`src/rtl/lsu_ram_bridge_pkg.sv`:
```
// rtl/lsu_ram_bridge_pkg.sv - shared types, size codes and fault check for the LSU/RAM bridge
package lsu_ram_bridge_pkg;

  localparam logic [1:0] LSU_SIZE_B = 2'b00;
  localparam logic [1:0] LSU_SIZE_H = 2'b01;
  localparam logic [1:0] LSU_SIZE_W = 2'b10;

  typedef enum logic [1:0] {
    LSU_IDLE = 2'b00,
    LSU_RD   = 2'b01,
    LSU_WR   = 2'b10,
    LSU_RESP = 2'b11
  } lsu_state_t;

  // Size 2'b11 is reserved and always faults
  function automatic logic lsu_fault(input logic [1:0] size, input logic [31:0] addr,
                                     input logic [3:0] region);
    logic bad;
    bad = (size == 2'b11) ||
          ((size == LSU_SIZE_H) && addr[0]) ||
          ((size == LSU_SIZE_W) && (addr[1:0] != 2'b00)) ||
          (addr[31:28] != region);
    return bad;
  endfunction

endpackage

```
`src/rtl/lsu_ram_bridge_if.sv`:
```
// rtl/lsu_ram_bridge_if.sv - core-side request/response bundle of the LSU/RAM bridge
interface lsu_ram_bridge_if;
  logic        req_valid_i;
  logic        req_ready_o;
  logic        req_we_i;
  logic [1:0]  req_size_i;
  logic        req_unsigned_i;
  logic [31:0] req_addr_i;
  logic [31:0] req_wdata_i;
  logic        rsp_valid_o;
  logic        rsp_ready_i;
  logic [31:0] rsp_rdata_o;
  logic        rsp_err_o;

  modport slave (
    input  req_valid_i, req_we_i, req_size_i, req_unsigned_i, req_addr_i, req_wdata_i,
    input  rsp_ready_i,
    output req_ready_o, rsp_valid_o, rsp_rdata_o, rsp_err_o
  );

  modport master (
    output req_valid_i, req_we_i, req_size_i, req_unsigned_i, req_addr_i, req_wdata_i,
    output rsp_ready_i,
    input  req_ready_o, rsp_valid_o, rsp_rdata_o, rsp_err_o
  );
endinterface

```
`src/rtl/lsu_align.sv`:
```
// rtl/lsu_align.sv - combinational load lane extract/extend and store lane merge
module lsu_align
  import lsu_ram_bridge_pkg::*;
(
  input  logic [1:0]  i_size,
  input  logic        i_unsigned,
  input  logic [1:0]  i_off,
  input  logic [31:0] i_ram_word,
  input  logic [31:0] i_wdata,
  output logic [31:0] o_load,
  output logic [31:0] o_merged
);

  logic [7:0]  w_byte;
  logic [15:0] w_half;

  always_comb begin
    w_byte   = i_ram_word[8*i_off +: 8];
    w_half   = i_off[1] ? i_ram_word[31:16] : i_ram_word[15:0];
    o_load   = i_ram_word;
    o_merged = i_wdata;
    case (i_size)
      LSU_SIZE_B: begin
        o_load   = {{24{w_byte[7] & ~i_unsigned}}, w_byte};
        o_merged = i_ram_word;
        o_merged[8*i_off +: 8] = i_wdata[7:0];
      end
      LSU_SIZE_H: begin
        o_load   = {{16{w_half[15] & ~i_unsigned}}, w_half};
        o_merged = i_off[1] ? {i_wdata[15:0], i_ram_word[15:0]}
                            : {i_ram_word[31:16], i_wdata[15:0]};
      end
      default: begin
        o_load   = i_ram_word;
        o_merged = i_wdata;
      end
    endcase
  end

endmodule

```
`src/rtl/lsu_ram_bridge.sv`:
```
// rtl/lsu_ram_bridge.sv - single-outstanding load/store front-end to a word-wide RAM
module lsu_ram_bridge
  import lsu_ram_bridge_pkg::*;
#(
  parameter logic [3:0] REGION = 4'h0
) (
  input  logic                    clk,
  input  logic                    rst,
  lsu_ram_bridge_if.slave         bus,
  output logic                    ram_we_o,
  output logic [31:0]             ram_addr_o,
  output logic [31:0]             ram_wdata_o,
  input  logic [31:0]             ram_rdata_i
);

  lsu_state_t  r_state;
  logic        r_we;
  logic [1:0]  r_size;
  logic        r_unsigned;
  logic [31:0] r_addr;
  logic [31:0] r_wdata;
  logic [31:0] r_merged;
  logic [31:0] r_rdata;
  logic        r_err;

  logic [31:0] w_load;
  logic [31:0] w_merged;

  lsu_align u_align (
    .i_size     (r_size),
    .i_unsigned (r_unsigned),
    .i_off      (r_addr[1:0]),
    .i_ram_word (ram_rdata_i),
    .i_wdata    (r_wdata),
    .o_load     (w_load),
    .o_merged   (w_merged)
  );

  always_ff @(posedge clk or negedge rst) begin
    if (!rst) begin
      r_state    <= LSU_IDLE;
      r_we       <= 1'b0;
      r_size     <= 2'b00;
      r_unsigned <= 1'b0;
      r_addr     <= 32'h0;
      r_wdata    <= 32'h0;
      r_merged   <= 32'h0;
      r_rdata    <= 32'h0;
      r_err      <= 1'b0;
    end else begin
      case (r_state)
        LSU_IDLE: begin
          if (bus.req_valid_i) begin
            r_we       <= bus.req_we_i;
            r_size     <= bus.req_size_i;
            r_unsigned <= bus.req_unsigned_i;
            r_addr     <= bus.req_addr_i;
            r_wdata    <= bus.req_wdata_i;
            r_rdata    <= 32'h0;
            r_err      <= 1'b0;
            if (lsu_fault(bus.req_size_i, bus.req_addr_i, REGION)) begin
              r_err   <= 1'b1;
              r_state <= LSU_RESP;
            end else if (bus.req_we_i && (bus.req_size_i == LSU_SIZE_W)) begin
              r_merged <= bus.req_wdata_i;
              r_state  <= LSU_WR;
            end else begin
              // loads and sub-word stores both need the current RAM word first
              r_state <= LSU_RD;
            end
          end
        end
        LSU_RD: begin
          if (r_we) begin
            r_merged <= w_merged;
            r_state  <= LSU_WR;
          end else begin
            r_rdata <= w_load;
            r_state <= LSU_RESP;
          end
        end
        LSU_WR: begin
          r_rdata <= 32'h0;
          r_state <= LSU_RESP;
        end
        LSU_RESP: begin
          if (bus.rsp_ready_i) begin
            r_state <= LSU_IDLE;
          end
        end
        default: r_state <= LSU_IDLE;
      endcase
    end
  end

  // Strobes come straight off the state register so reset kills a write asynchronously
  assign ram_we_o        = (r_state == LSU_WR);
  assign ram_addr_o      = {r_addr[31:2], 2'b00};
  assign ram_wdata_o     = r_merged;
  assign bus.req_ready_o = (r_state == LSU_IDLE);
  assign bus.rsp_valid_o = (r_state == LSU_RESP);
  assign bus.rsp_rdata_o = r_rdata;
  assign bus.rsp_err_o   = r_err;

endmodule

```
`src/flat_wrapper.sv`:
```
// flat-port wrapper written by rule: the top's interface ports become plain ports
module lsu_ram_bridge_flat import lsu_ram_bridge_pkg::*;
#(
  parameter logic [3:0] REGION = 4'h0
)
  (clk, rst, ram_we_o, ram_addr_o, ram_wdata_o, ram_rdata_i, bus_req_valid_i, bus_req_we_i, bus_req_size_i, bus_req_unsigned_i, bus_req_addr_i, bus_req_wdata_i, bus_rsp_ready_i, bus_req_ready_o, bus_rsp_valid_o, bus_rsp_rdata_o, bus_rsp_err_o);
  lsu_ram_bridge_if bus_i ();
  input  logic clk;
  input  logic rst;
  output logic ram_we_o;
  output logic [31:0] ram_addr_o;
  output logic [31:0] ram_wdata_o;
  input  logic [31:0] ram_rdata_i;
  input wire logic [$bits(bus_i.req_valid_i)-1:0] bus_req_valid_i;
  input wire logic [$bits(bus_i.req_we_i)-1:0] bus_req_we_i;
  input wire logic [$bits(bus_i.req_size_i)-1:0] bus_req_size_i;
  input wire logic [$bits(bus_i.req_unsigned_i)-1:0] bus_req_unsigned_i;
  input wire logic [$bits(bus_i.req_addr_i)-1:0] bus_req_addr_i;
  input wire logic [$bits(bus_i.req_wdata_i)-1:0] bus_req_wdata_i;
  input wire logic [$bits(bus_i.rsp_ready_i)-1:0] bus_rsp_ready_i;
  output wire logic [$bits(bus_i.req_ready_o)-1:0] bus_req_ready_o;
  output wire logic [$bits(bus_i.rsp_valid_o)-1:0] bus_rsp_valid_o;
  output wire logic [$bits(bus_i.rsp_rdata_o)-1:0] bus_rsp_rdata_o;
  output wire logic [$bits(bus_i.rsp_err_o)-1:0] bus_rsp_err_o;
  assign bus_i.req_valid_i = bus_req_valid_i;
  assign bus_i.req_we_i = bus_req_we_i;
  assign bus_i.req_size_i = bus_req_size_i;
  assign bus_i.req_unsigned_i = bus_req_unsigned_i;
  assign bus_i.req_addr_i = bus_req_addr_i;
  assign bus_i.req_wdata_i = bus_req_wdata_i;
  assign bus_i.rsp_ready_i = bus_rsp_ready_i;
  assign bus_req_ready_o = bus_i.req_ready_o;
  assign bus_rsp_valid_o = bus_i.rsp_valid_o;
  assign bus_rsp_rdata_o = bus_i.rsp_rdata_o;
  assign bus_rsp_err_o = bus_i.rsp_err_o;
  lsu_ram_bridge #(.REGION(REGION)) u_core (.clk(clk), .rst(rst), .bus(bus_i), .ram_we_o(ram_we_o), .ram_addr_o(ram_addr_o), .ram_wdata_o(ram_wdata_o), .ram_rdata_i(ram_rdata_i));
endmodule
```
`config.mk`:
```
export PLATFORM = sky130hd
export DESIGN_NAME = lsu_ram_bridge_flat
export DESIGN_NICKNAME = d
export VERILOG_FILES = /design/src/rtl/lsu_ram_bridge_pkg.sv /design/src/rtl/lsu_ram_bridge_if.sv /design/src/rtl/lsu_align.sv /design/src/rtl/lsu_ram_bridge.sv /design/src/flat_wrapper.sv
export SDC_FILE = /design/constraint.sdc
export NUM_CORES = 1
export LEC_CHECK = 0
export BUFFER_PORTS_ARGS = -buffer_cell sky130_fd_sc_hd__buf_2
export CELL_PAD_IN_SITES_DETAIL_PLACEMENT = 1
export CELL_PAD_IN_SITES_GLOBAL_PLACEMENT = 2
export CORE_ASPECT_RATIO = 0.5
export CORE_MARGIN = 4
export CORE_UTILIZATION = 33
export DETAILED_ROUTE_END_ITERATION = 10
export GPL_TIMING_DRIVEN = 1
export PLACE_DENSITY_LB_ADDON = 0.05
export SLEW_MARGIN = 0
export SYNTH_ARGS = -nofsm -noshare
export SYNTH_HDL_FRONTEND = slang
export SYNTH_SLANG_ARGS = --single-unit
```
`constraint.sdc`:
```
create_clock -name clk -period 3.2 [get_ports clk]
set_clock_uncertainty 0.1 [all_clocks]
set_input_delay 0.64 -clock clk [delete_from_list [all_inputs] [get_ports clk]]
set_output_delay 0.64 -clock clk [all_outputs]
set_load 0.02 [all_outputs]
```
### Word-level counts from Yosys, hierarchy flattened

Index checks and enable logic that the tools add are counted.
W data, S select, Z words.

* flip-flop bits (word level): 135
* latch bits: 0
* RAM bits: 0
* ROM bits: 0
* output and inout port bits: 100
* logic and storage cells: 65
* memories: 0

* add/subtract/negate cells: 1
* multipliers: 0
* divide/modulo/power cells: 0
* magnitude comparators: 0
* eq/ne operators: 13
* shift-type cells: 3
* multiplexer cells: 20
* bitwise operators: 3
* reduce and logical (&&, ||, !) cells: 16

Operators with widths (number)
* $mux W32: 7
* $pmux W32 S2: 3
* $pmux W32 S3: 1
* $neg A5 Y34: 1
* $shift A8 B34 Y32 const A: 1
* $shiftx A8 B34 Y32: 1
* $bwmux W32: 1
* $shiftx A32 B6 Y8: 1
* $mux W16: 1
* $eq A2 B2 Y1 const B: 4
* $mux W2: 4
* $ne A2 B2 Y1 const B: 4
* $pmux W2 S4: 1
* $eq A2 B1 Y1 const B: 3
* $reduce_and A5 Y1: 1
* $logic_not A2 Y1: 2
* $ne A2 B1 Y1 const B: 2
* $reduce_and A2 Y1: 2
* $reduce_bool A2 Y1: 2
* $reduce_bool A4 Y1: 1
* $logic_and A1 B1 Y1: 3
* $logic_or A1 B1 Y1: 3
* $reduce_and A3 Y1: 1
* $reduce_bool A3 Y1: 1
* 3 further kinds: 5

### Logic depth before layout (Yosys ltp)

* depth in word-level cells: 8
* gate-level depth with buffers: 10
* depth with buffers taken out: 6

### Hierarchy

From an unflattened synthesis, not the netlist that was laid out.

* cell total of the unflattened synthesis: 622
* area, all modules: 7318.3 µm²

Modules (own cells, without submodules)
* lsu_ram_bridge: times used 1, cells an instance 389, area an instance 5741.8 µm²
* lsu_align: times used 1, cells an instance 233, area an instance 1576.5 µm²

### Worst setup path before layout

OpenSTA, ideal clock, no wires.

* path kind: flip-flop to flip-flop
* start: register u_core.r_addr[1]
* end: register u_core.r_merged[2], in the netlist u_core.ram_wdata_o[2]
* setup time: 0.125 ns
* data arrival time: 2.623 ns
* data required time: 2.975 ns
* slack: 0.352 ns
* stages on the path, launching flop included: 11
* buffers on the path: 4
* clock period less this slack: 2.848 ns
* cells stage by stage: dfrtp_1 -> buf_6 -> clkbuf_1 -> buf_2 -> inv_1 -> ha_1 -> clkbuf_1 -> nor4b_1 -> o31a_1 -> a221o_1 -> mux2_2

* word-level cells in the longest chain between the ends: 6
* elaborated cells between the ends (all ways): 8

Ends and longest elaborated chain
* start: declaration: line lsu_ram_bridge.sv:20 `logic [31:0] r_addr;`
* start signal: assignment: line lsu_ram_bridge.sv:57 `r_addr <= bus.req_addr_i;`
* $neg A5 Y34: line lsu_align.sv:26 `o_merged[8*i_off +: 8] = i_wdata[7:0];`
* $shiftx A8 B34 Y32 / $shift A8 B34 Y32 (equally long branches): line lsu_align.sv:26
* $bwmux W32: line lsu_align.sv:26
* $pmux W32 S2 (*): line lsu_align.sv:22 `case (i_size)`
* $mux W32 (*): line lsu_ram_bridge.sv:74 `if (r_we) begin`
* $pmux W32 S2 (*): line lsu_ram_bridge.sv:51 `case (r_state)`
* end signal: assignment: line lsu_ram_bridge.sv:65 `r_merged <= bus.req_wdata_i;`
* end signal: assignment: line lsu_ram_bridge.sv:75 `r_merged <= w_merged;`
* end: declaration: line lsu_ram_bridge.sv:22 `logic [31:0] r_merged;`

Mark *: on every way between the ends. The rest lies on a longest branch, timed or not. The select of a mux whose other input is x is not followed.
A chain may end at the register's enable or synchronous reset.

### Worst setup path in the final report

* start: register u_core.r_state[0]
* end: register u_core.r_rdata[2], in the netlist u_core.bus.rsp_rdata_o[2]

* word-level cells in the longest chain between the ends: 3
* elaborated cells between the ends (all ways): 8

Ends and longest elaborated chain
* start: declaration: line lsu_ram_bridge.sv:16 `lsu_state_t r_state;`
* start signal: assignment: line lsu_ram_bridge.sv:41 `r_state <= LSU_IDLE;`
* start signal: assignment: line lsu_ram_bridge.sv:63 `r_state <= LSU_RESP;`
* start signal: assignment: line lsu_ram_bridge.sv:66 `r_state <= LSU_WR;`
* $eq A2 B1 Y1 (tied with other cells): line lsu_ram_bridge.sv:51
* $ne A2 B2 Y1 (no line) / $reduce_bool A3 Y1 (equally long branches)
* $reduce_and A3 Y1 (no line)
* end signal: assignment: line lsu_ram_bridge.sv:78 `r_rdata <= w_load;`
* end: declaration: line lsu_ram_bridge.sv:23 `logic [31:0] r_rdata;`

Several ways; a longest one is shown, not always the timed one.

==> Implementation_results.wiki <==
{| class="wikitable"
! Metric !! Value
|-
| Run status || complete, no violations
|-
| Initial antenna violation count || 2
|-
| Slew of the pin with the lowest slew margin || 0.936 ns
|-
| Share of layout cells above drive strength 1 || 46.3%
|-
| Rows || 37
|-
| Maximum vdd drop || 0.437 mV
|-
| Number of resized instances in the post-cts repair step || 0
|-
| Data arrival time of the critical path || about 3.1 ns
|-
| Crit start category || flip-flop
|-
| Number of enable flip-flop cells after synthesis || 0
|-
| Final HPWL DP || 19500 um
|-
| Highest attainable clock frequency || 352 MHz
|-
| Longest Clk Path Bufs || 2
|-
| Dominant cell type by area after synthesis || dfrtp_1
|-
| Hold/Removal Path Class || primary input to asynchronous set/reset pin
|-
| Number of global-route vias before repair || 6223
|-
| Worst-path fanout max || 8
|-
| Minimum setup slack among reg-to-reg paths || 0.36 ns
|-
| Count of max-cap constraint violations || 0
|-
| Number of iterations in the first detailed-routing pass || 4
|-
| Floorplan die height || about 110 um
|-
| First-pass GRT wire length || 39900 um
|-
| Flop and latch count out of synthesis || around 140
|-
| Core Area || ~21000 um2
|-
| Tot GR Track Use || 21.8%
|-
| Count of cell types in the netlist || 51
|-
| CP peak stage delay || roughly 0.7 ns
|-
| Hold slack || 0.0206 ns
|-
| Buffers inserted during post-CTS setup optimization || 0
|-
| Cell at the root of the clock tree || clkbuf_16
|-
| Number of pins with negative max-slew slack in the final report || 0
|-
| R2r worst-path depth || 8
|-
| Area of the die || 24400 um2
|-
| Most instantiated flip-flop cell in the synthesis netlist || dfrtp_1
|-
| Cells along the critical path || inv_1 -> ha_1 -> nand2b_1 -> nand3_1 -> buf_4 -> a2111oi_0 -> buf_4 -> a21o_1
|-
| Register clock-pin slew on the reported worst setup and hold paths || 0.06 ns
|-
| Latest clock arrival within the worst-skew pair || 0.44 ns
|-
| Max stage delay cell, worst path || a2111oi_0
|-
| Critical Path Source || u_core.r_state[0]
|-
| Number of antenna repair diodes || 0
|-
| Via count || 5855
|-
| Syn. warnings || 0
|-
| Final core area utilization || a little over two fifths
|-
| Die boundary width || 217 um
|-
| GR Overflow Total || 0
|-
| Cell count after synthesis || around 630
|-
| Sort of element at the end of the critical path || flip-flop
|-
| Terminus of the critical flop-to-flop path || u_core.bus.rsp_rdata_o[2]
|-
| Setup tns final || 0 ns
|-
| Netlist area before placement || 7210 um2
|-
| Number of remaining DRC errors || 0
|-
| Setup violations, final || 0
|-
| DRT iter0 DRCs || ~270
|-
| Mapped Avg Cell Area || 11.4 um2
|-
| Period Utilization, post-route || about nine tenths
|-
| Most used standard cells in the synthesized netlist || dfrtp_1 (135), mux2_2 (105), o21ai_0 (33), buf_4 (32), clkbuf_1 (31)
|-
| Sinks on the clock net || 135
|-
| Drt via density || 5.32
|-
| Initial Util || 34.3%
|-
| Fraction of synthesized cell area taken by the top area cell type || a little under half
|-
| Antenna-violating nets left || 0
|-
| Data required time at the worst endpoint || 3.47 ns
|-
| Portion of the post-synthesis area used by sequential elements || 46.8%
|-
| Placed cell count || 1068
|-
| Final instance count without filler cells || 1100
|-
| Crit Path Class || flip-flop to flip-flop
|-
| R2R Path Start || u_core.r_state[0]
|-
| Weighted congestion at the end of routability-driven global placement || 0.776
|-
| Worst slew margin || 37.6%
|-
| Total Routed Length || 26200 um
|-
| Unrepaired setup endpoints after global routing || false
|-
| # hold bufs at CTS || 0
|-
| Pwr Density || 1130 nW/um2
|-
| CTS tree || yes
|-
| IO Count || between 200 and 250
|-
| CTS buffer count || 17
|-
| Final hold vios || 0
|-
| Share of synthesized flip-flops with an asynchronous set or reset || 100%
|-
| Number of fillers in the final layout || 2343
|-
| Largest delay contributor family on the critical path || compound AO/OA/AOI/OAI gates
|-
| H-tree depth || 4
|-
| Crit path time final || 2.84 ns
|-
| Count of input and output buffers || 201
|-
| Maximum number of pins on one net before global-route repair || slightly below 70
|-
| WP buf/inv || 3
|-
| Routed wire per std cell || 23.8 um
|-
| Most common cell on crit path || buf_4
|-
| Area grow syn2layout || 22.9%
|-
| Leading cell types by total area after synthesis || dfrtp_1 (47%), mux2_2 (16%), a221o_1 (3.5%), buf_4 (3.3%), o21ai_0 (2.3%)
|-
| Number of nets in the final layout || 908
|-
| Total leakage power || 4.09 nW
|-
| Most used standard cell by instance count after synthesis || dfrtp_1
|}
-- stage by stage --
step	setup slack [ns]	total power, mW	area, um2
2_1_floorplan	0.352	6.71	7220
3_3_place_gp	0.494	8.24	8370
3_5_place_dp	0.461	8.36	8370
4_1_cts	0.438	10.2	8870
5_1_grt	0.262	10.7	8870
6_report	0.356	10.0	8870
-- cell type report --
type                       count  area, um2  area share [%]
timing repair buffer         225       1240            14.0
inverter                      13       48.8           0.550
sequential                   135       3380            38.1
tap                          292        365            4.12
clock buffer                  27        473            5.33
multi-input combinational    403       3330            37.6
clock inverter                 5       25.0           0.282
-- placed cells by master, fill, tap and decap left out, drive strengths merged, types with 10 or more instances in the layout --
master	synthesis	routed
nor2b	17	17
nand3	16	16
clkbuf	31	27
o21ai	33	33
nand2	12	12
a21oi	21	21
a41oi	15	15
o22ai	12	12
dfrtp	135	135
a221o	25	25
mux2	105	105
nor2	29	29
buf	50	225
nand2b	16	16
a31oi	10	10
inv	13	13
-- where the power goes --
group | internal [mW] | switching [mW]
clock | 1.00 | 0.744
sequential | 2.55 | 0.691
combinational | 2.10 | 2.95
-- flip-flops by register name, indices dropped and copies added (netlist names) --
signal                  count
u_core.bus.rsp_err_o        1
u_core.bus.rsp_rdata_o     32
u_core.r_wdata             32
u_core.ram_wdata_o         32
u_core.r_addr              32
u_core.r_size               2
u_core.r_we                 1
u_core.r_state              2
u_core.r_unsigned           1
-- per-layer routing --
layer	vias up	part of all wire (%)	global-route usage, %
li1	2659	-	-
met1	3001	47	31.5
met2	164	43	32.1
met3	27	7.7	6.52
met4	4	1.3	5.21
met5	-	0.10	0
-- logic make-up (layout without fill, tap and decap cells) --
| kind of cell | count (synthesis) | after routing | share of synthesized area (%) |
|---|---|---|---|
| other cells | 1 | 2 | 0.0520 |
| fa+ha+maj | 9 | 9 | 1.56 |
| mux | 114 | 114 | 18.3 |
| flops | 135 | 135 | 46.8 |
| simple gates | 121 | 121 | 9.37 |
| compound gates | 157 | 157 | 16.5 |
| buf+inv | 94 | 270 | 7.34 |
-- worst reg2reg max path, stage by stage (launching register included) --
cell and delay, ns:
dfrtp_1 0.38, inv_1 0.08, ha_1 0.32, nand2b_1 0.19, nand3_1 0.37, buf_4 0.31, a2111oi_0 0.72, buf_4 0.22
a21o_1 0.08
-- how the worst max path moves through the flow --
| stage | cells after the start | end |
|---|---|---|
| floorplan | 10 | u_core.ram_wdata_o[2] |
| global placement | 7 | u_core.bus.rsp_rdata_o[2] |
| detailed placement | 8 | u_core.bus.rsp_rdata_o[2] |
| CTS | 8 | u_core.bus.rsp_rdata_o[2] |
| global route | 8 | u_core.bus.rsp_rdata_o[2] |
| finish | 8 | u_core.bus.rsp_rdata_o[2] |
(Power assumes the default switching activity.)
